### config.mk
export PLATFORM = sky130hd
export DESIGN_NAME = stopwatch_counter
export DESIGN_NICKNAME = d
export VERILOG_FILES = /design/src/rtl/stopwatch_counter.sv
export SDC_FILE = /design/constraint.sdc
export NUM_CORES = 1
export LEC_CHECK = 0
export ABC_CLOCK_PERIOD_IN_PS = 2100
export CAP_MARGIN = 20
export CORE_UTILIZATION = 43
export CTS_BUF_LIST = sky130_fd_sc_hd__clkbuf_16
export DETAILED_ROUTE_END_ITERATION = 6
export PLACE_DENSITY = 0.82
export REMOVE_ABC_BUFFERS = 1
export SYNTH_ARGS = -nofsm -noshare
export SYNTH_HDL_FRONTEND = slang
export SYNTH_SLANG_ARGS = --single-unit
### constraint.sdc
create_clock -name clk -period 2.1 [get_ports clk]
set_clock_uncertainty 0.2 [all_clocks]
set_input_delay 0.315 -clock clk [delete_from_list [all_inputs] [get_ports clk]]
set_output_delay 0.315 -clock clk [all_outputs]
set_load 0.02 [all_outputs]
### src/rtl/stopwatch_counter.sv
// BCD MM:SS stopwatch core with run/pause/adjust modes and a digit blank mask.
// Optional adjust-mode digit blinking is enabled by defining STOPWATCH_BLINK_EN.
module stopwatch_counter #(
    parameter int MIN_LIMIT = 59
) (
    input  logic       clk,
    input  logic       rst,
    input  logic       tick_1hz,
    input  logic       tick_adj,
    input  logic       sel,
    input  logic       adj,
    input  logic       pause,
    output logic [3:0] min_tens,
    output logic [3:0] min_ones,
    output logic [3:0] sec_tens,
    output logic [3:0] sec_ones,
    output logic [3:0] blank,
    output logic       running
);

    typedef enum logic [1:0] {RUN, PAUSED, ADJUST} state_t;

    localparam logic [3:0] MIN_T = 4'(MIN_LIMIT / 10);
    localparam logic [3:0] MIN_O = 4'(MIN_LIMIT % 10);

    state_t     state;
    state_t     state_next;
    logic       pause_d;
    logic       pause_flag;
    logic       pause_flag_next;
    logic       pause_edge;
    logic [7:0] sec_bcd;
    logic [7:0] min_bcd;

    // Two-digit BCD increment that wraps to 00 once the value reaches the limit.
    function automatic logic [7:0] bcd_inc(input logic [7:0] v,
                                           input logic [3:0] lim_t,
                                           input logic [3:0] lim_o);
        if (v[7:4] == lim_t && v[3:0] == lim_o)
            return 8'h00;
        else if (v[3:0] == 4'd9)
            return {v[7:4] + 4'd1, 4'd0};
        else
            return {v[7:4], v[3:0] + 4'd1};
    endfunction

    assign pause_edge      = pause & ~pause_d;
    assign pause_flag_next = pause_flag ^ pause_edge;

    always_ff @(posedge clk or posedge rst) begin
        if (rst) begin
            state      <= RUN;
            pause_d    <= 1'b0;
            pause_flag <= 1'b0;
        end else begin
            state      <= state_next;
            pause_d    <= pause;
            pause_flag <= pause_flag_next;
        end
    end

    // The pause flag keeps toggling in ADJUST so leaving adjust lands in the right mode.
    always_comb begin
        state_next = state;
        if (adj)
            state_next = ADJUST;
        else if (pause_flag_next)
            state_next = PAUSED;
        else
            state_next = RUN;
    end

    always_comb begin
        running = 1'b0;
        if (state == RUN)
            running = 1'b1;
    end

    always_ff @(posedge clk or posedge rst) begin
        if (rst) begin
            sec_bcd <= 8'h00;
            min_bcd <= 8'h00;
        end else if (state == RUN && !adj && tick_1hz) begin
            sec_bcd <= bcd_inc(sec_bcd, 4'd5, 4'd9);
            if (sec_bcd == 8'h59)
                min_bcd <= bcd_inc(min_bcd, MIN_T, MIN_O);
        end else if (state == ADJUST && tick_adj) begin
            if (sel)
                sec_bcd <= bcd_inc(sec_bcd, 4'd5, 4'd9);
            else
                min_bcd <= bcd_inc(min_bcd, MIN_T, MIN_O);
        end
    end

    assign min_tens = min_bcd[7:4];
    assign min_ones = min_bcd[3:0];
    assign sec_tens = sec_bcd[7:4];
    assign sec_ones = sec_bcd[3:0];

`ifdef STOPWATCH_BLINK_EN
    logic phase;
    logic phase_next;
    logic [3:0] blank_next;

    // Phase restarts at 0 on adjust entry so the first blink follows the first adjust tick.
    always_comb begin
        phase_next = phase;
        if (state != ADJUST && state_next == ADJUST)
            phase_next = 1'b0;
        else if (state == ADJUST && tick_adj)
            phase_next = ~phase;
    end

    always_comb begin
        blank_next = 4'b0000;
        if (state_next == ADJUST && phase_next)
            blank_next = sel ? 4'b0011 : 4'b1100;
    end

    always_ff @(posedge clk or posedge rst) begin
        if (rst) begin
            phase <= 1'b0;
            blank <= 4'b0000;
        end else begin
            phase <= phase_next;
            blank <= blank_next;
        end
    end
`else
    assign blank = 4'b0000;
`endif

endmodule

==> key figures <==
Power and ir drop
  – VDD IR max: ~760 uV
  – Leakage power: between 0.6 and 0.7 nW
  – Switching Share: between 30 and 40%
  – NetSw: about 0.7 mW
  – Int Pwr: between 1 and 1.5 mW
  – Reg power frac: between 30% and 40%
  – Pwr Density: roughly 1400 nW/um^2
  – Comb power frac: around 42%
  – Clk pwr share: 25.3%

Placement
  – Placed cell area: 1420 um^2
  – # port buffers: 23
  – GP Congestion: between 0.7 and 0.8
  – Setup WS pre-CTS: -0.286 ns
  – DPL Wire Length: 1.63 mm

Route
  – DR DRC count: 0
  – Via density: roughly 5.3
  – Drt pass-1 iters: 4
  – Initial DRC Count: 18
  – Routed WL: about 2.2 mm
  – Vias post-DR: 900
  – DR WL/cell: around 13 um
  – Post-route ant nets: 0

Hold path
  – HP Class: in -> async

Critical path
  – CP Class: reg -> reg
  – Worst path bufs/invs: 0
  – CP endpoint kind: register
  – R2R depth: 4
  – Worst EP arrival: about 2 ns
  – Worst path depth: 4
  – Critical path required time: about 2.1 ns
  – Crit-path leading delay family: simple AND/OR/NAND/NOR gates
  – Critical path peak fanout: 5
  – Max incr delay on CP: roughly 0.46 ns
  – Crit start category: register
  – Cell Chain, Critical Path: or3b_4, a2111o_1, or4_1, nand2_1
  – CP max-delay cell: or4_1

Logic synthesis
  – FF+latch count, synth: 20
  – Sequential cell area fraction in the yosys report: between 40% and 50%
  – Post-synthesis cell count: between 100 and 150
  – Synth Flop Type: dfrtp_1
  – EDFF count, synth: 0
  – Ys async rst share: 100%
  – Ranking of synthesized cells by area: dfrtp_1 47%, ha_1 7.0%, mux2_2 3.1%
  – Mapped Area: around 1100 um^2
  – Yosys warns: 0
  – Cell with the most instances after synthesis: dfrtp_1
  – Synth area leader: dfrtp_1
  – Top-area cell type share of the netlist area: a little under half
  – Synth top cells by count: 20 x dfrtp_1, 7 x inv_1, 6 x ha_1, 6 x nand2_1, 6 x o21ai_0
  – Yosys cell types: 36
  – Mapped Avg Cell Area: between 10 and 15 um^2

Global routing
  – First-pass GRT wire length: around 3.9 mm
  – GR Overflow Total: 0
  – Number of global-route vias before repair: between 900 and 1000
  – Pin count of the biggest net entering global routing: 21
  – Tot GR Track Use: 19.6%
  – Antenna violations before repair: 0

Timing
  – Setup TNS: 0 ns
  – Unrepaired setup endpoints after global routing: no
  – Post-route minimum period: 2.04 ns
  – Fmax: slightly below 500 MHz
  – Final worst slack: 0.0599 ns
  – Slew Limit Fails: 0
  – Hold Fails Final Rpt: 0
  – Hold Slack: ~0.18 ns
  – Final setup violation count: 0
  – Crit share post-route: ~100%

Final layout
  – Post-route cell area: ~1500 um^2
  – Area grow syn2layout: 41.2%
  – Layout cells sized above 1: ~15%
  – Final nets: around 160
  – Antenna cells: 0

CTS
  – Longest Clk Path Bufs: 2
  – Register clock-pin slew on the reported worst setup and hold paths: approximately 0.060 ns
  – Clk_lat worst skew: roughly 0.25 ns
  – CTS tree: yes
  – Num Clock Sinks: 20
  – H-tree depth: 1
  – Post-CTS Hold Buffers: 0
  – CTS buffer count: 3
  – Clock root buffer: clkbuf_16

Status
  – Status: complete, no violations

Floorplan
  – Rows: 17
  – Die Span X: 52.0 um
  – Starting Density: between 40% and 50%
  – IO Pins: 28
  – Die height: 52.0 um
  – Core Region: around 2300 um^2
  – DIE AREA: around 2700 um^2

Flow run
  – Max Cap Viol: 0
## placed cells by master, fill, tap and decap left out, types with 2 or more instances in the layout
cell and n:
nand3_1 4, mux2_2 3, clkdlybuf4s50_1 21, dlygate4sd2_1 2, ha_1 6, and3b_1 2, xnor2_1 3, conb_1 4
nand3b_1 4, nor2_1 5, a21oi_1 3, o21ai_0 6, clkbuf_16 3, nor4_1 2, buf_4 13, dfrtp_1 20
inv_1 7, a21o_1 3, nor2b_1 2, o31ai_1 2, nand2b_1 4, nand2_1 6
## sequential cells by signal, summed over array words and instances, names as in the netlist
signal,cells
state,2
pause_d,1
min_bcd,8
sec_bcd,8
pause_flag,1
## worst min-delay path, stage by stage
cell and delay [ns]:
clkdlybuf4s50_1 0.39, inv_1 0.05, buf_4 0.26
## area by class of cell
cell class              instances  area [um^2]
fillers                       189          758
multi-input cells              75          526
clock inverters                 1         30.0
inverters                       7         26.3
clock buffers                   3         75.1
well taps                      28         35.0
flip-flops and latches         20          500
repair buffers                 36          325
## what timing repair did
action,in CTS,in global routing
setup endpoints to repair,1,1
pin swaps,2,1
resized for setup,2,0
setup buffers,0,0
gates cloned,0,0
## stage by stage
step	cells	total power, mW	util, %
finish	170	2.06	66.7
CTS	170	2.07	66.7
global placement	166	1.51	62.2
floorplan	102	1.12	-
detailed placement	166	1.54	62.2
global route	170	2.18	66.7
## path summary, 6_finish.rpt
check	end	startpoint	slack, ns
setup / recovery	sec_bcd[7]$_DFFE_PP0P_	state[1]$_DFF_PP0_	0.06
hold / removal	sec_bcd[4]$_DFFE_PP0P_	rst	0.18
setup reg to reg	sec_bcd[7]$_DFFE_PP0P_	state[1]$_DFF_PP0_	0.06
hold reg to reg	pause_flag$_DFF_PP0_	pause_flag$_DFF_PP0_	0.27
max in group asynchronous	min_bcd[7]$_DFFE_PP0P_	rst	1.31
min in group clk	state[1]$_DFF_PP0_	adj	0.27
## cell families (layout without fill, tap and decap cells)
logic type               Yosys count  after routing  share of synthesized area [%]
AO/OA/AOI/OAI                     22             22                           14.0
XOR/XNOR                           3              3                           2.45
adder cells (fa/ha/maj)            6              6                           6.98
buffers and inverters             12             47                           5.59
flip-flops                        20             20                           46.6
multiplexers                       3              3                           3.14
other                              1              4                          0.349
AND/OR/NAND/NOR                   37             37                           21.0
## power by group through the flow
| stage | Clock [mW] | Sequential [mW] | Combinational, mW |
|---|---|---|---|
| 3_5_place_dp | 0 | 0.662 | 0.873 |
| 3_3_place_gp | 0 | 0.660 | 0.848 |
| 4_1_cts | 0.528 | 0.661 | 0.881 |
| 6_report | 0.520 | 0.665 | 0.873 |
| 2_1_floorplan | 0 | 0.792 | 0.324 |
| 5_1_grt | 0.545 | 0.686 | 0.949 |
## per-layer routing
layer | GRT usage [%] | part of all wire (%)
met1 | 24.5 | 46
met4 | 5.41 | 0
met2 | 34.4 | 51
met5 | 0 | 0
met3 | 3.22 | 3.1
No activity file was read; power rests on OpenSTA's default activity.
